--- src/rtl/cascade_pkg.sv ---
// Shared types and elaboration helpers for the window scan / classifier front end.
package cascade_pkg;

    typedef enum logic [1:0] {
        IDLE,
        ISSUE,
        DRAIN
    } rd_state_t;

    typedef struct packed {
        logic last_win;
        logic last_img;
    } win_flags_t;

    // Number of window positions along one axis for a given frame size, window and stride.
    function automatic int n_windows(input int img, input int win, input int step);
        return (img - win) / step + 1;
    endfunction

    // Bits needed to hold 0..n-1, never less than one.
    function automatic int cnt_width(input int n);
        return (n <= 2) ? 1 : $clog2(n);
    endfunction

endpackage

--- src/rtl/sync_fifo.sv ---
// Single-clock FIFO with occupancy count; a pop frees the slot for a same-cycle push when full.
module sync_fifo
    import cascade_pkg::*;
#(
    parameter int WIDTH = 8,
    parameter int DEPTH = 4
) (
    input  logic                       clk,
    input  logic                       rst,
    input  logic                       push,
    input  logic [WIDTH-1:0]           push_data,
    input  logic                       pop,
    output logic [WIDTH-1:0]           head,
    output logic                       empty,
    output logic                       full,
    output logic [$clog2(DEPTH+1)-1:0] count
);

    localparam int W_PTR = cnt_width(DEPTH);
    localparam int W_CNT = $clog2(DEPTH + 1);

    logic [WIDTH-1:0] mem [DEPTH];
    logic [W_PTR-1:0] wr_ptr;
    logic [W_PTR-1:0] rd_ptr;
    logic             do_push;
    logic             do_pop;

    assign empty   = (count == '0);
    assign full    = (count == W_CNT'(DEPTH));
    assign do_pop  = pop && !empty;
    assign do_push = push && (!full || do_pop);
    assign head    = mem[rd_ptr];

    always_ff @(posedge clk) begin
        if (do_push) begin
            mem[wr_ptr] <= push_data;
        end
    end

    // Pointers wrap naturally because DEPTH is a power of two.
    always_ff @(posedge clk) begin
        if (rst) begin
            wr_ptr <= '0;
            rd_ptr <= '0;
            count  <= '0;
        end else begin
            if (do_push) begin
                wr_ptr <= wr_ptr + 1'b1;
            end
            if (do_pop) begin
                rd_ptr <= rd_ptr + 1'b1;
            end
            case ({do_push, do_pop})
                2'b10:   count <= count + 1'b1;
                2'b01:   count <= count - 1'b1;
                default: count <= count;
            endcase
        end
    end

endmodule

--- src/rtl/window_reader.sv ---
// Scans every WIN x WIN sub-window of a loaded frame, fetching pixels from image_buffer
// and streaming them downstream tagged with window and frame end markers.
module window_reader
    import cascade_pkg::*;
#(
    parameter int W_DATA     = 8,
    parameter int IMG_WIDTH  = 45,
    parameter int IMG_HEIGHT = 45,
    parameter int WIN        = 24,
    parameter int STEP       = 1,
    parameter int FIFO_DEPTH = 4,
    localparam int W_ADDR    = $clog2(IMG_WIDTH * IMG_HEIGHT)
) (
    input  logic              clk,
    input  logic              rst,
    input  logic              start_valid,
    output logic              start_ready,
    output logic              addr_valid,
    input  logic              addr_ready,
    output logic [W_ADDR-1:0] addr_data,
    input  logic              pix_valid,
    output logic              pix_ready,
    input  logic [W_DATA-1:0] pix_data,
    output logic              dout_valid,
    input  logic              dout_ready,
    output logic [W_DATA-1:0] dout_data,
    output logic              dout_last_win,
    output logic              dout_last_img,
    output logic              busy
);

    localparam int N_WIN_X = n_windows(IMG_WIDTH, WIN, STEP);
    localparam int N_WIN_Y = n_windows(IMG_HEIGHT, WIN, STEP);
    localparam int W_POS   = cnt_width(WIN);
    localparam int W_WX    = cnt_width(N_WIN_X);
    localparam int W_WY    = cnt_width(N_WIN_Y);
    localparam int W_CNT   = $clog2(FIFO_DEPTH + 1);

    localparam logic [W_ADDR-1:0] ROW_INC  = W_ADDR'(IMG_WIDTH);
    localparam logic [W_ADDR-1:0] WX_INC   = W_ADDR'(STEP);
    localparam logic [W_ADDR-1:0] WY_INC   = W_ADDR'(STEP * IMG_WIDTH);
    localparam logic [W_POS-1:0]  POS_LAST = W_POS'(WIN - 1);
    localparam logic [W_WX-1:0]   WX_LAST  = W_WX'(N_WIN_X - 1);
    localparam logic [W_WY-1:0]   WY_LAST  = W_WY'(N_WIN_Y - 1);

    typedef struct packed {
        logic [W_DATA-1:0] data;
        win_flags_t        flags;
    } pix_beat_t;

    rd_state_t         state;
    rd_state_t         state_next;

    logic [W_POS-1:0]  col;
    logic [W_POS-1:0]  row;
    logic [W_WX-1:0]   win_x;
    logic [W_WY-1:0]   win_y;
    logic [W_ADDR-1:0] win_row_base;
    logic [W_ADDR-1:0] win_base;
    logic [W_ADDR-1:0] row_base;
    logic [W_ADDR-1:0] addr_cur;

    logic [W_CNT-1:0]  outstanding;
    logic [W_CNT-1:0]  ret_count;
    logic [W_CNT-1:0]  flag_count;
    logic [W_CNT:0]    in_flight;

    logic              start_fire;
    logic              addr_fire;
    logic              pix_accept;
    logic              dout_fire;
    logic              ret_empty;
    logic              ret_full;
    logic              flag_empty;
    logic              flag_full;
    logic              unused_status;

    win_flags_t        issue_flags;
    win_flags_t        return_flags;
    pix_beat_t         ret_in;
    pix_beat_t         ret_head;

    assign start_ready = (state == IDLE);
    assign start_fire  = start_valid && start_ready;
    assign busy        = (state != IDLE);

    // Every in-flight request already owns a return FIFO slot, so returns never need backpressure.
    assign in_flight   = {1'b0, outstanding} + {1'b0, ret_count};
    assign addr_valid  = (state == ISSUE) && (in_flight < (W_CNT + 1)'(FIFO_DEPTH));
    assign addr_fire   = addr_valid && addr_ready;
    assign addr_data   = addr_cur;

    assign pix_ready   = 1'b1;
    assign pix_accept  = pix_valid && (outstanding != '0);

    assign dout_valid    = !ret_empty;
    assign dout_fire     = dout_valid && dout_ready;
    assign dout_data     = ret_head.data;
    assign dout_last_win = !ret_empty && ret_head.flags.last_win;
    assign dout_last_img = !ret_empty && ret_head.flags.last_img;

    assign issue_flags.last_win = (col == POS_LAST) && (row == POS_LAST);
    assign issue_flags.last_img = issue_flags.last_win && (win_x == WX_LAST) && (win_y == WY_LAST);

    assign ret_in.data  = pix_data;
    assign ret_in.flags = return_flags;

    assign unused_status = ^{flag_count, flag_full, flag_empty, ret_full};

    always_ff @(posedge clk) begin
        if (rst) begin
            state <= IDLE;
        end else begin
            state <= state_next;
        end
    end

    // Drain ends on the frame's final beat, which by then is the only thing left in the pipe.
    always_comb begin
        state_next = state;
        case (state)
            IDLE: begin
                if (start_fire) begin
                    state_next = ISSUE;
                end
            end
            ISSUE: begin
                if (addr_fire && issue_flags.last_img) begin
                    state_next = DRAIN;
                end
            end
            DRAIN: begin
                if (dout_fire && ret_head.flags.last_img && (outstanding == '0)
                    && (ret_count == W_CNT'(1))) begin
                    state_next = IDLE;
                end
            end
            default: begin
                state_next = IDLE;
            end
        endcase
    end

    always_ff @(posedge clk) begin
        if (rst) begin
            outstanding <= '0;
        end else begin
            case ({addr_fire, pix_accept})
                2'b10:   outstanding <= outstanding + 1'b1;
                2'b01:   outstanding <= outstanding - 1'b1;
                default: outstanding <= outstanding;
            endcase
        end
    end

    // Addresses advance by accumulation: +1 per column, +IMG_WIDTH per row, +STEP per window
    // across, +STEP*IMG_WIDTH per window row down.
    always_ff @(posedge clk) begin
        if (rst || start_fire) begin
            col          <= '0;
            row          <= '0;
            win_x        <= '0;
            win_y        <= '0;
            win_row_base <= '0;
            win_base     <= '0;
            row_base     <= '0;
            addr_cur     <= '0;
        end else if (addr_fire && !issue_flags.last_img) begin
            if (col != POS_LAST) begin
                col      <= col + 1'b1;
                addr_cur <= addr_cur + 1'b1;
            end else if (row != POS_LAST) begin
                col      <= '0;
                row      <= row + 1'b1;
                row_base <= row_base + ROW_INC;
                addr_cur <= row_base + ROW_INC;
            end else begin
                col <= '0;
                row <= '0;
                if (win_x != WX_LAST) begin
                    win_x    <= win_x + 1'b1;
                    win_base <= win_base + WX_INC;
                    row_base <= win_base + WX_INC;
                    addr_cur <= win_base + WX_INC;
                end else begin
                    win_x        <= '0;
                    win_y        <= win_y + 1'b1;
                    win_row_base <= win_row_base + WY_INC;
                    win_base     <= win_row_base + WY_INC;
                    row_base     <= win_row_base + WY_INC;
                    addr_cur     <= win_row_base + WY_INC;
                end
            end
        end
    end

    sync_fifo #(
        .WIDTH ($bits(win_flags_t)),
        .DEPTH (FIFO_DEPTH)
    ) u_flag_fifo (
        .clk       (clk),
        .rst       (rst),
        .push      (addr_fire),
        .push_data (issue_flags),
        .pop       (pix_accept),
        .head      (return_flags),
        .empty     (flag_empty),
        .full      (flag_full),
        .count     (flag_count)
    );

    sync_fifo #(
        .WIDTH ($bits(pix_beat_t)),
        .DEPTH (FIFO_DEPTH)
    ) u_ret_fifo (
        .clk       (clk),
        .rst       (rst),
        .push      (pix_accept),
        .push_data (ret_in),
        .pop       (dout_fire),
        .head      (ret_head),
        .empty     (ret_empty),
        .full      (ret_full),
        .count     (ret_count)
    );

endmodule

--- config.mk ---
export PLATFORM = sky130hd
export DESIGN_NAME = window_reader
export DESIGN_NICKNAME = d
export VERILOG_FILES = /design/src/rtl/cascade_pkg.sv /design/src/rtl/sync_fifo.sv /design/src/rtl/window_reader.sv
export SDC_FILE = /design/constraint.sdc
export NUM_CORES = 1
export LEC_CHECK = 0
export ABC_AREA = 1
export ABC_CLOCK_PERIOD_IN_PS = 3300
export BUFFER_PORTS_ARGS = -buffer_cell sky130_fd_sc_hd__clkbuf_2
export CORE_ASPECT_RATIO = 0.75
export CORE_MARGIN = 2
export CORE_UTILIZATION = 30
export CTS_CLUSTER_SIZE = 8
export DETAILED_ROUTE_END_ITERATION = 10
export GPL_TIMING_DRIVEN = 0
export SETUP_SLACK_MARGIN = 0.1
export SLEW_MARGIN = 20
export SYNTH_ARGS = -nofsm -noshare
export SYNTH_HDL_FRONTEND = slang
export SYNTH_SLANG_ARGS = --single-unit
--- constraint.sdc ---
create_clock -name clk -period 3.3 [get_ports clk]
set_input_delay 0.165 -clock clk [delete_from_list [all_inputs] [get_ports clk]]
set_output_delay 0.165 -clock clk [all_outputs]
set_load 0.005 [all_outputs]
==> results of run 1 <==
-- critical path: cells and delay by family (launching register included) --
| kind | cells | cell delay, ns |
|---|---|---|
| adders and majority gates | 3 | 0.90 |
| and+or+nand+nor | 4 | 0.37 |
| DFF | 1 | 0.33 |
| AOI/OAI and AO/OA | 5 | 0.88 |
| buffers and inverters | 2 | 0.20 |
-- state kept, by name (all words and copies together), names as in the netlist, 3 cells and up, named ones only --
register / cells
addr_data: 11
col: 5
outstanding: 3
row: 5
row_base: 11
u_flag_fifo.count: 3
u_flag_fifo.mem: 8
u_ret_fifo.count: 3
u_ret_fifo.mem: 40
win_base: 11
win_row_base: 11
win_x: 5
win_y: 5
-- report_power, final --
group	switching, mW	total, mW	internal, mW	leakage [nW]
Sequential	0.0628	1.93	1.86	1.13
Clock	0.738	2.01	1.27	0.299
Combinational	0.514	0.789	0.275	1.89
-- routing by layer --
| layer | up-vias | routed length (µm) |
|---|---|---|
| met5 | - | 0 |
| met4 | 0 | 193 |
| met3 | 15 | 788 |
| met2 | 128 | 6607 |
| met1 | 2556 | 8113 |
| li1 | 2915 | - |
-- cells in the mapped netlist, types with 2 or more instances --
library cell / number / area share
a211oi_1: 4 / 0.0044
a21oi_1: 51 / 0.038
buf_2: 5 / 0.0037
buf_4: 5 / 0.0055
buf_6: 3 / 0.0050
clkbuf_1: 11 / 0.0061
dfxtp_1: 87 / 0.26
edfxtp_1: 48 / 0.21
fa_1: 2 / 0.0059
ha_1: 27 / 0.050
inv_1: 83 / 0.046
inv_2: 5 / 0.0028
nand2_1: 212 / 0.12
nand2_2: 2 / 0.0018
nand3_1: 63 / 0.047
nand3b_1: 3 / 0.0033
nand4_1: 10 / 0.0092
nand4_2: 2 / 0.0037
nor2_1: 80 / 0.044
nor2_2: 2 / 0.0018
nor2_4: 4 / 0.0066
nor2_8: 2 / 0.0059
nor3_1: 7 / 0.0052
nor3b_1: 7 / 0.0078
o211ai_1: 2 / 0.0022
o21a_1: 6 / 0.0066
o21ai_0: 48 / 0.035
o21ai_1: 6 / 0.0044
o21bai_1: 3 / 0.0033
o22ai_1: 13 / 0.012
or2_2: 3 / 0.0028
xnor2_1: 7 / 0.0090
xor2_1: 15 / 0.019
-- cell type report --
class	count	area share
multi-input cells	590	0.3872
flip-flops and latches	135	0.3957
well taps	294	0.04573
repair buffers	46	0.03360
inverters	91	0.04293
clock inverters	14	0.02442
clock buffers	18	0.05335
plain buffers	24	0.01711
-- metrics by stage --
step	hold slack (ns)	cell area, µm²	std cells	power, mW
floorplan	0.2639	6780	840	2.473
global placement	0.3939	7338	1172	2.736
detailed placement	0.3957	7338	1172	2.749
CTS	0.04522	8044	1212	4.770
global route	0.06688	8044	1212	4.963
finish	0.05138	8044	1212	4.723
-- worst paths after layout --
check,start,endpoint,slack [ns],cells past startpoint
worst min register to register,row_base[8],row_base[8],0.47,2
worst max-delay path,outstanding[1],u_flag_fifo.count[2],0.56,14
worst max register to register,outstanding[1],u_flag_fifo.count[2],0.56,14
worst min-delay path,rst,state[0],0.05,4
-- cells by family (layout without fill, tap and decap cells) --
logic type      count (synthesis)  in the layout  share of synthesized area
other cells                     1              1                  0.0005531
buf+inv                       115            193                    0.07123
fa+ha+maj                      29             29                    0.05573
compound gates                138            138                     0.1120
simple gates                  400            400                     0.2626
xor+xnor                       22             22                    0.02842
flops                         135            135                     0.4695
==> results.sh, run 1 <==
export IMPL_h_tree_depth=4
export IMPL_antenna_found_initial=0
export IMPL_fp_dieW_um=177.6
export IMPL_grt_max_degree=17
export IMPL_final_antenna_net_count=0
export IMPL_port_buffers=38
export IMPL_met2_usage=0.2000
export IMPL_start_util=0.3066
export IMPL_coreArea_um2=22110
export IMPL_cp_end_kind="flop"
export IMPL_drc=0
export IMPL_final_hold_violation_count=0
export IMPL_hpwl_um=11430
export IMPL_row_count=47
export IMPL_dr_total_vias=5614
export IMPL_pre_cts_ws_ns=0.5649
export IMPL_grt_pass1_vias=4973
export IMPL_cts_made_buffers=17
export IMPL_area_growth_pct=18.64
export IMPL_cap_violations=0
export IMPL_fin_ws_ns=0.5621
export IMPL_n_fill_cell=2252
export IMPL_synth_area_um2=6780
export IMPL_gr_usage_met3=0.03005
export IMPL_yosysSeqAreaShare=0.4695
export IMPL_wirelength_um=15700
export IMPL_clk_pin_slew_worst_paths_ns=0.06
export IMPL_finClkSkew_ns=0.01639
export IMPL_clockBufferDepth=2
export IMPL_fin_crit_ns=2.738
export IMPL_gp_congestion=0.8644
export IMPL_cts_tree="built"
export IMPL_netlist_instances=840
export IMPL_multi_input_area_um2=3114
export IMPL_arrival_ns=3.11
export IMPL_yosysWarnings=0
export IMPL_synth_avg_cell_area_um2=8.072
export IMPL_ys_flop_type="dfxtp_1"
export IMPL_routedWlPerCell_um=12.96
export IMPL_required_ns=3.67
export IMPL_top_usage_layer="met1"
export IMPL_ios=40
export IMPL_slew_violations=0
export IMPL_irDropWorstVdd_mv=0.3011
export IMPL_fin_tns_setup_ns=0
export IMPL_hold_class="input port to flop"
export IMPL_ys_ff_latch=135
export IMPL_cts_repair_resized=0
export IMPL_grt_use_met1=0.2027
export IMPL_slowest_delay_ns=0.37
export IMPL_clock_root_buffer="clkbuf_16"
export IMPL_nets=948
export IMPL_status="finished, final reports clean"
export IMPL_first_pass_iters=4
export IMPL_syn_nets=883
export IMPL_slew_headroom=0.3409
export IMPL_worstSetupPathType="flop to flop"
export IMPL_setup_viol=0
export IMPL_leakage_nw=3.325
export IMPL_final_cell_mix="212 x nand2_1, 87 x dfxtp_1, 83 x inv_1"
export IMPL_clock_sinks=135
export IMPL_tightest_slew_ns=0.9849
export IMPL_slowest_stage="fa_1"
export IMPL_clock_latency_ns=0.43
export IMPL_grt_pass1_wl_um=25650
export IMPL_critPathMaxFanout=9
export IMPL_viasPerCell=4.632
export IMPL_cp_cell_sequence="ha_1 -> nand3_1 -> nand2_1 -> nor2_4 -> nand2_2 -> clkinv_2 -> o21ai_1 -> ha_1 -> inv_1 -> fa_1 -> a21oi_1 -> o21ai_0 -> a21oi_1 -> o21a_1"
export IMPL_seq_area_um2=3183
export IMPL_synth_edff_count=48
export IMPL_crit_path_start_kind="flop"
export IMPL_ys_async_sr_fraction=0
export IMPL_fp_dieH_um=134.2
export IMPL_die_area_um2=23830
export IMPL_postLayoutCoreUtil=0.3638
export IMPL_drive_above_1_share=0.1155
export IMPL_fmax_ghz=0.3652
export IMPL_rsz0062_at_grt="false"
export IMPL_period_share=0.8297
export IMPL_initialDrtViolationCount=467
export IMPL_final_common_cell="nand2_1"
export IMPL_diodes=0
export IMPL_hold_buffers=8
export IMPL_power_density_nw_per_um2=587.1
export IMPL_grt_total_usage=0.1381
export IMPL_grt_remaining_overflow=0
export IMPL_synth_distinct_cells=45
export IMPL_post_cts_buffers=0
No activity file was read; power rests on OpenSTA's default activity.
==> run 2, diff against run 1 <==
ABC_CLOCK_PERIOD_IN_PS = 2450   (was 3300)
clock period = 2.45 ns   (was 3.3 ns; I/O delays follow)
==> run 2 against run 1 <==
  * Critical path type unchanged
  * Sequential cell count unchanged
  * Final cell count increased by 0.50%
  * First-iteration DRC count increased by 7.7%
  * Non-clock buffer count increased by 6
  * Sequential power increased by 34%
  * Critical path depth decreased by 3
  * Die area unchanged
  * Global-route usage increased by 0.12 points
  * Via count about the same
==> results.sh, run 2 (synthesis results as in run 1) <==
export IMPL_grt_total_usage=0.1393
export IMPL_p_sw_frac=0.3167
export IMPL_final_area_um2=8115
export IMPL_cts_made_buffers=17
export IMPL_viasPerCell=4.613
export IMPL_gp_congestion=0.8301
export IMPL_grt_pass1_vias=5119
export IMPL_nets=954
export IMPL_grt_pass1_wl_um=26280
export IMPL_clock_latency_ns=0.43
export IMPL_clock_sinks=135
export IMPL_ios=40
export IMPL_largest_register="u_ret_fifo.mem"
export IMPL_crit_path_start_kind="flop"
export IMPL_hold_class="input port to flop"
export IMPL_coreArea_um2=22110
export IMPL_diodes=0
export IMPL_fp_dieH_um=134.2
export IMPL_post_dp_cell_area_um2=7342
export IMPL_period_share=0.9139
export IMPL_power_switching_mw=1.986
export IMPL_hpwl_um=11330
export IMPL_seqPwrFrac=0.413
export IMPL_drc=0
export IMPL_largest_reg_flops=40
export IMPL_first_pass_iters=5
export IMPL_worstSetupPathType="flop to flop"
export IMPL_cts_tree="built"
export IMPL_power_density_nw_per_um2=772.6
export IMPL_row_count=47
export IMPL_fin_crit_ns=2.239
export IMPL_rsz0062_at_grt="false"
export IMPL_routedWlPerCell_um=13.16
export IMPL_clockBufferDepth=2
export IMPL_hold_slack_ns=0.004761
export IMPL_power_frac_comb=0.180
export IMPL_wirelength_um=16030
export IMPL_port_buffers=38
export IMPL_grt_remaining_overflow=0
export IMPL_slew_violations=0
export IMPL_n_fill_cell=2267
export IMPL_finClkSkew_ns=0.009925
export IMPL_slew_headroom=0.5611
export IMPL_start_util=0.3066
export IMPL_seq_area_um2=3184
export IMPL_final_common_cell="nand2_1"
export IMPL_drive_above_1_share=0.1385
export IMPL_fmax_ghz=0.4466
export IMPL_critPathMaxFanout=5
export IMPL_die_area_um2=23830
export IMPL_fp_dieW_um=177.6
export IMPL_setup_viol=0
export IMPL_clk_pin_slew_worst_paths_ns=0.07
export IMPL_tightest_slew_ns=0.6583
export IMPL_initialDrtViolationCount=503
export IMPL_final_cell_mix="211 x nand2_1, 86 x dfxtp_1, 82 x inv_1"
export IMPL_multi_input_area_um2=3157
export IMPL_leakage_nw=3.361
export IMPL_irDropWorstVdd_mv=0.4547
export IMPL_grt_max_degree=18
export IMPL_cp_end_kind="flop"
export IMPL_antenna_found_initial=0
export IMPL_arrival_ns=2.59
export IMPL_cap_violations=0
export IMPL_status="finished, final reports clean"
export IMPL_final_hold_violation_count=0
export IMPL_required_ns=2.80
export IMPL_dr_total_vias=5619
export IMPL_p_int_mw=4.284
export IMPL_p_clk_frac=0.407
export IMPL_area_growth_pct=19.69
export IMPL_h_tree_depth=4
export IMPL_clock_root_buffer="clkbuf_16"
export IMPL_final_antenna_net_count=0
==> run 2: cell count changes in the layout (fill, tap and decap cells not counted), sizes merged <==
cell / change
buf: +5
inv: +5
dlygate4sd3: +1
clkinvlp: -1
clkbuf: -1
clkinv: +1
bufinv: -4
==> run 2: worst max-delay path, cell delays in order (launching register included) <==
cell and delay (ns):
dfxtp_1 0.32, ha_1 0.28, nor2_1 0.12, nand2_2 0.08, nor2_4 0.16, nand2_4 0.10
clkinv_4 0.09, o21ai_4 0.06, ha_2 0.17, inv_1 0.11, fa_2 0.46, a211oi_2 0.21
==> run 2: path summary, 6_finish.rpt <==
check,start,endpoint,slack [ns],cells after the start
max,outstanding[2],u_flag_fifo.count[1],0.21,11
max reg2reg,outstanding[2],u_flag_fifo.count[1],0.21,11
min reg2reg,row_base[8],row_base[8],0.47,2
min,start_valid,state[0],0.005,3
==> run 2: cell type report <==
cell class,instances,share of cell area
Tap cell,294,0.04533
Sequential cell,135,0.3924
Multi-Input combinational cell,590,0.3890
Buffer,24,0.01742
Timing Repair Buffer,52,0.03916
Inverter,91,0.04302
Clock buffer,17,0.05242
Clock inverter,15,0.02128
==> run 2: layer usage <==
metal	share of wire	GRT usage
met1	0.54	0.2091
met2	0.41	0.1994
met3	0.037	0.03543
met4	0.0085	0.03051
met5	0	0
==> run 2: power by group through the flow <==
stage / combinational, mW / sequential (mW) / clock, mW
after floorplan: 0.717 / 2.62 / 0
after global placement: 1.05 / 2.64 / 0
after detailed placement: 1.07 / 2.64 / 0
after CTS: 1.10 / 2.59 / 2.59
after global routing: 1.31 / 2.61 / 2.70
final: 1.13 / 2.59 / 2.55
==> run 2: through the flow <==
step	setup WS (ns)	std cells	utilization	TNS (ns)	power, mW
floorplan	0.2087	840	-	0	3.334
global placement	-0.02339	1172	0.3321	-0.02339	3.683
detailed placement	-0.03860	1172	0.3321	-0.03860	3.712
CTS	0.1272	1214	0.3644	0	6.282
global route	0.1191	1218	0.3670	0	6.614
finish	0.2109	1218	0.3670	0	6.270
==> run 2: repair_timing <==
item                                   CTS  global route
pin swaps                                1             3
setup buffers                            1             4
setup endpoints to repair                2            52
hold buffers                             9             0
resized for setup                        4            17
endpoints found under the hold margin   33             0
==> run 3, diff against run 2 <==
ABC_AREA = default   (was 1)
HOLD_SLACK_MARGIN = 0.05   (was default)
==> run 3 against run 2 <==
  * The run now ends with negative setup slack left
  * Area after synthesis barely moved
  * Critical endpoint is now u_flag_fifo.count[2]
  * Via count fell by 2.1%
  * Non-clock buffer count rose by 29
  * Synthesized cell count fell by 20%
  * Cell area rose by 2.7%
  * Critical path type unchanged
  * Sequential power barely moved
  * Highest routed layer unchanged
  * Global-route usage rose by 0.79 points
==> results.sh, run 3 <==
export IMPL_hold_start="pix_valid"
export IMPL_clk_pin_slew_worst_paths_ns=0.06
export IMPL_fmax_ghz=0.4057
export IMPL_slew_headroom=0.2400
export IMPL_grt_pass1_vias=4925
export IMPL_setup_viol=1
export IMPL_fp_dieW_um=177.5
export IMPL_r2r_cells=14
export IMPL_r2r_start="outstanding[1]"
export IMPL_fin_crit_ns=2.465
export IMPL_antenna_found_initial=0
export IMPL_coreArea_um2=22110
export IMPL_tightest_slew_ns=1.140
export IMPL_wirelength_um=17160
export IMPL_ys_ff_latch=135
export IMPL_initialDrtViolationCount=598
export IMPL_dp_cells=1005
export IMPL_grt_total_usage=0.1472
export IMPL_slew_violations=0
export IMPL_ff2ff_setup_slack_ns=-0.02
export IMPL_cts_tree="built"
export IMPL_first_pass_iters=5
export IMPL_final_area_um2=8335
export IMPL_yosysWarnings=0
export IMPL_ios=40
export IMPL_ys_async_sr_fraction=0
export IMPL_synth_area_um2=6775
export IMPL_die_area_um2=23810
export IMPL_synth_avg_cell_area_um2=10.07
export IMPL_synth_most_common_cell="dfxtp_1"
export IMPL_final_common_cell="dfxtp_1"
export IMPL_h_tree_depth=4
export IMPL_min_to="u_ret_fifo.wr_ptr[0]"
export IMPL_arrival_ns=2.81
export IMPL_netlist_instances=673
export IMPL_fp_dieH_um=134.1
export IMPL_area_growth_pct=23.03
export IMPL_hpwl_um=12080
export IMPL_post_dp_cell_area_um2=7386
export IMPL_failed_checks="negative setup slack"
export IMPL_worstSetupPathType="flop to flop"
export IMPL_clock_latency_ns=0.42
export IMPL_seq_area_um2=3196
export IMPL_synth_edff_count=48
export IMPL_irDropWorstVdd_mv=0.4556
export IMPL_hold_class="input port to flop"
export IMPL_status="complete, but fails checks"
export IMPL_diodes=0
export IMPL_row_count=47
export IMPL_drive_above_1_share=0.1925
export IMPL_finClkSkew_ns=0.009956
export IMPL_hold_slack_ns=0.2404
export IMPL_final_antenna_net_count=0
export IMPL_r2r_end="u_flag_fifo.count[2]"
export IMPL_fin_ws_ns=-0.01507
export IMPL_clock_sinks=135
export IMPL_dr_total_vias=5503
export IMPL_routedWlPerCell_um=16.07
export IMPL_final_cell_count_no_fill=1068
export IMPL_clock_root_buffer="clkbuf_16"
export IMPL_start_util=0.3064
export IMPL_largest_reg_flops=40
export IMPL_synth_area_top_cells="dfxtp_1 26%, edfxtp_1 21%, ha_1 5.0%"
export IMPL_fin_tns_setup_ns=-0.01507
export IMPL_final_hold_violation_count=0
export IMPL_rsz0062_at_grt="true"
export IMPL_critPathMaxFanout=4
export IMPL_nets=805
export IMPL_port_buffers=38
export IMPL_synth_common_cells="87 x dfxtp_1, 64 x nor2_1, 52 x nand2_1, 48 x edfxtp_1, 38 x a21oi_1"
export IMPL_final_cell_mix="83 x dfxtp_1, 61 x nor2_1, 52 x nand2_1"
export IMPL_yosysSeqAreaShare=0.4698
export IMPL_p_total_mw=6.047
export IMPL_syn_nets=716
export IMPL_viasPerCell=5.153
export IMPL_min_delay_path_depth=5
export IMPL_cap_violations=0
export IMPL_synth_top_cell_area_share=0.2571
export IMPL_ys_flop_type="dfxtp_1"
export IMPL_gp_congestion=0.8418
export IMPL_leakage_nw=2.946
export IMPL_period_share=1.006
export IMPL_cp_end_kind="flop"
export IMPL_synth_largest_area_cell="dfxtp_1"
export IMPL_grt_pass1_wl_um=26970
export IMPL_grt_remaining_overflow=0
export IMPL_crit_start="outstanding[1]"
export IMPL_required_ns=2.79
export IMPL_synth_distinct_cells=64
export IMPL_crit_path_start_kind="flop"
export IMPL_largest_register="u_ret_fifo.mem"
export IMPL_clockBufferDepth=2
export IMPL_cts_made_buffers=17
export IMPL_drc=0
export IMPL_power_density_nw_per_um2=725.5
export IMPL_grt_max_degree=17
export IMPL_n_fill_cell=2194
export IMPL_multi_input_area_um2=3482
## run 3: cell types whose count changed after synthesis, moves of 19 or more
cell,change
xor2_1,+19
nand2_1,-160
nand3_1,-30
inv_1,-58
o21ai_0,-24
## run 3: logic make-up after synthesis
family | share of synthesized area
AND/OR/NAND/NOR | 0.1954
flip-flops | 0.4698
AO/OA/AOI/OAI | 0.1221
buffers and inverters | 0.03915
XOR/XNOR | 0.06851
adder cells (fa/ha/maj) | 0.05577
multiplexers | 0.04875
other | 0.0005535
## run 3: routing by layer
layer / share of wire / track usage / wire, µm
met1: 0.50 / 0.2290 / 8559
met4: 0.014 / 0.05464 / 236
met2: 0.41 / 0.1953 / 7017
met5: 0 / 0 / 0
met3: 0.079 / 0.03146 / 1348
## run 3: final cells by class
cell class / instances / share of cell area
Buffer: 35 / 0.02417
Clock buffer: 27 / 0.06049
Clock inverter: 4 / 0.002402
Inverter: 26 / 0.01306
Multi-Input combinational cell: 477 / 0.4177
Sequential cell: 135 / 0.3834
Tap cell: 294 / 0.04413
Timing Repair Buffer: 70 / 0.05464
## run 3: through the flow
stage / util / setup slack, ns
CTS: 0.3682 / -0.03774
global route: 0.3770 / -0.1028
floorplan: - / -0.03658
finish: 0.3770 / -0.01507
detailed placement: 0.3340 / -0.3003
global placement: 0.3340 / -0.2984
## run 3: where the power goes
group	switching [mW]	internal (mW)	leakage (nW)
Sequential	0.106	2.47	1.14
Combinational	0.618	0.545	1.54
Clock	0.909	1.39	0.260
## run 3: worst max-delay path, stage by stage, from the launching register on
cell and delay (ns):
dfxtp_4 0.35, ha_4 0.26, nand3_4 0.07, and4_1 0.17, buf_6 0.13, inv_8 0.07, buf_12 0.10, a41oi_4 0.03
inv_1 0.08, ha_2 0.17, inv_2 0.04, fa_2 0.34, xor2_1 0.15, or3_1 0.30, a21oi_1 0.12
## run 3: how the worst max path moves through the flow
stage	to	slack [ns]	depth (start not counted)
2_1_floorplan	u_flag_fifo.count[2]	-0.04	14
3_3_place_gp	outstanding[2]	-0.30	12
3_5_place_dp	u_flag_fifo.count[2]	-0.30	14
4_1_cts	u_flag_fifo.count[2]	-0.04	14
5_1_grt	u_flag_fifo.count[2]	-0.10	14
6_report	u_flag_fifo.count[2]	-0.02	14
## run 3: what timing repair did
action / CTS / global route
setup buffers: 10 / 12
pin swaps: 3 / 4
endpoints found under the setup margin: 16 / 87
hold buffers: 10 / 0
hold endpoints to repair: 33 / 0
gates resized for setup: 13 / 25
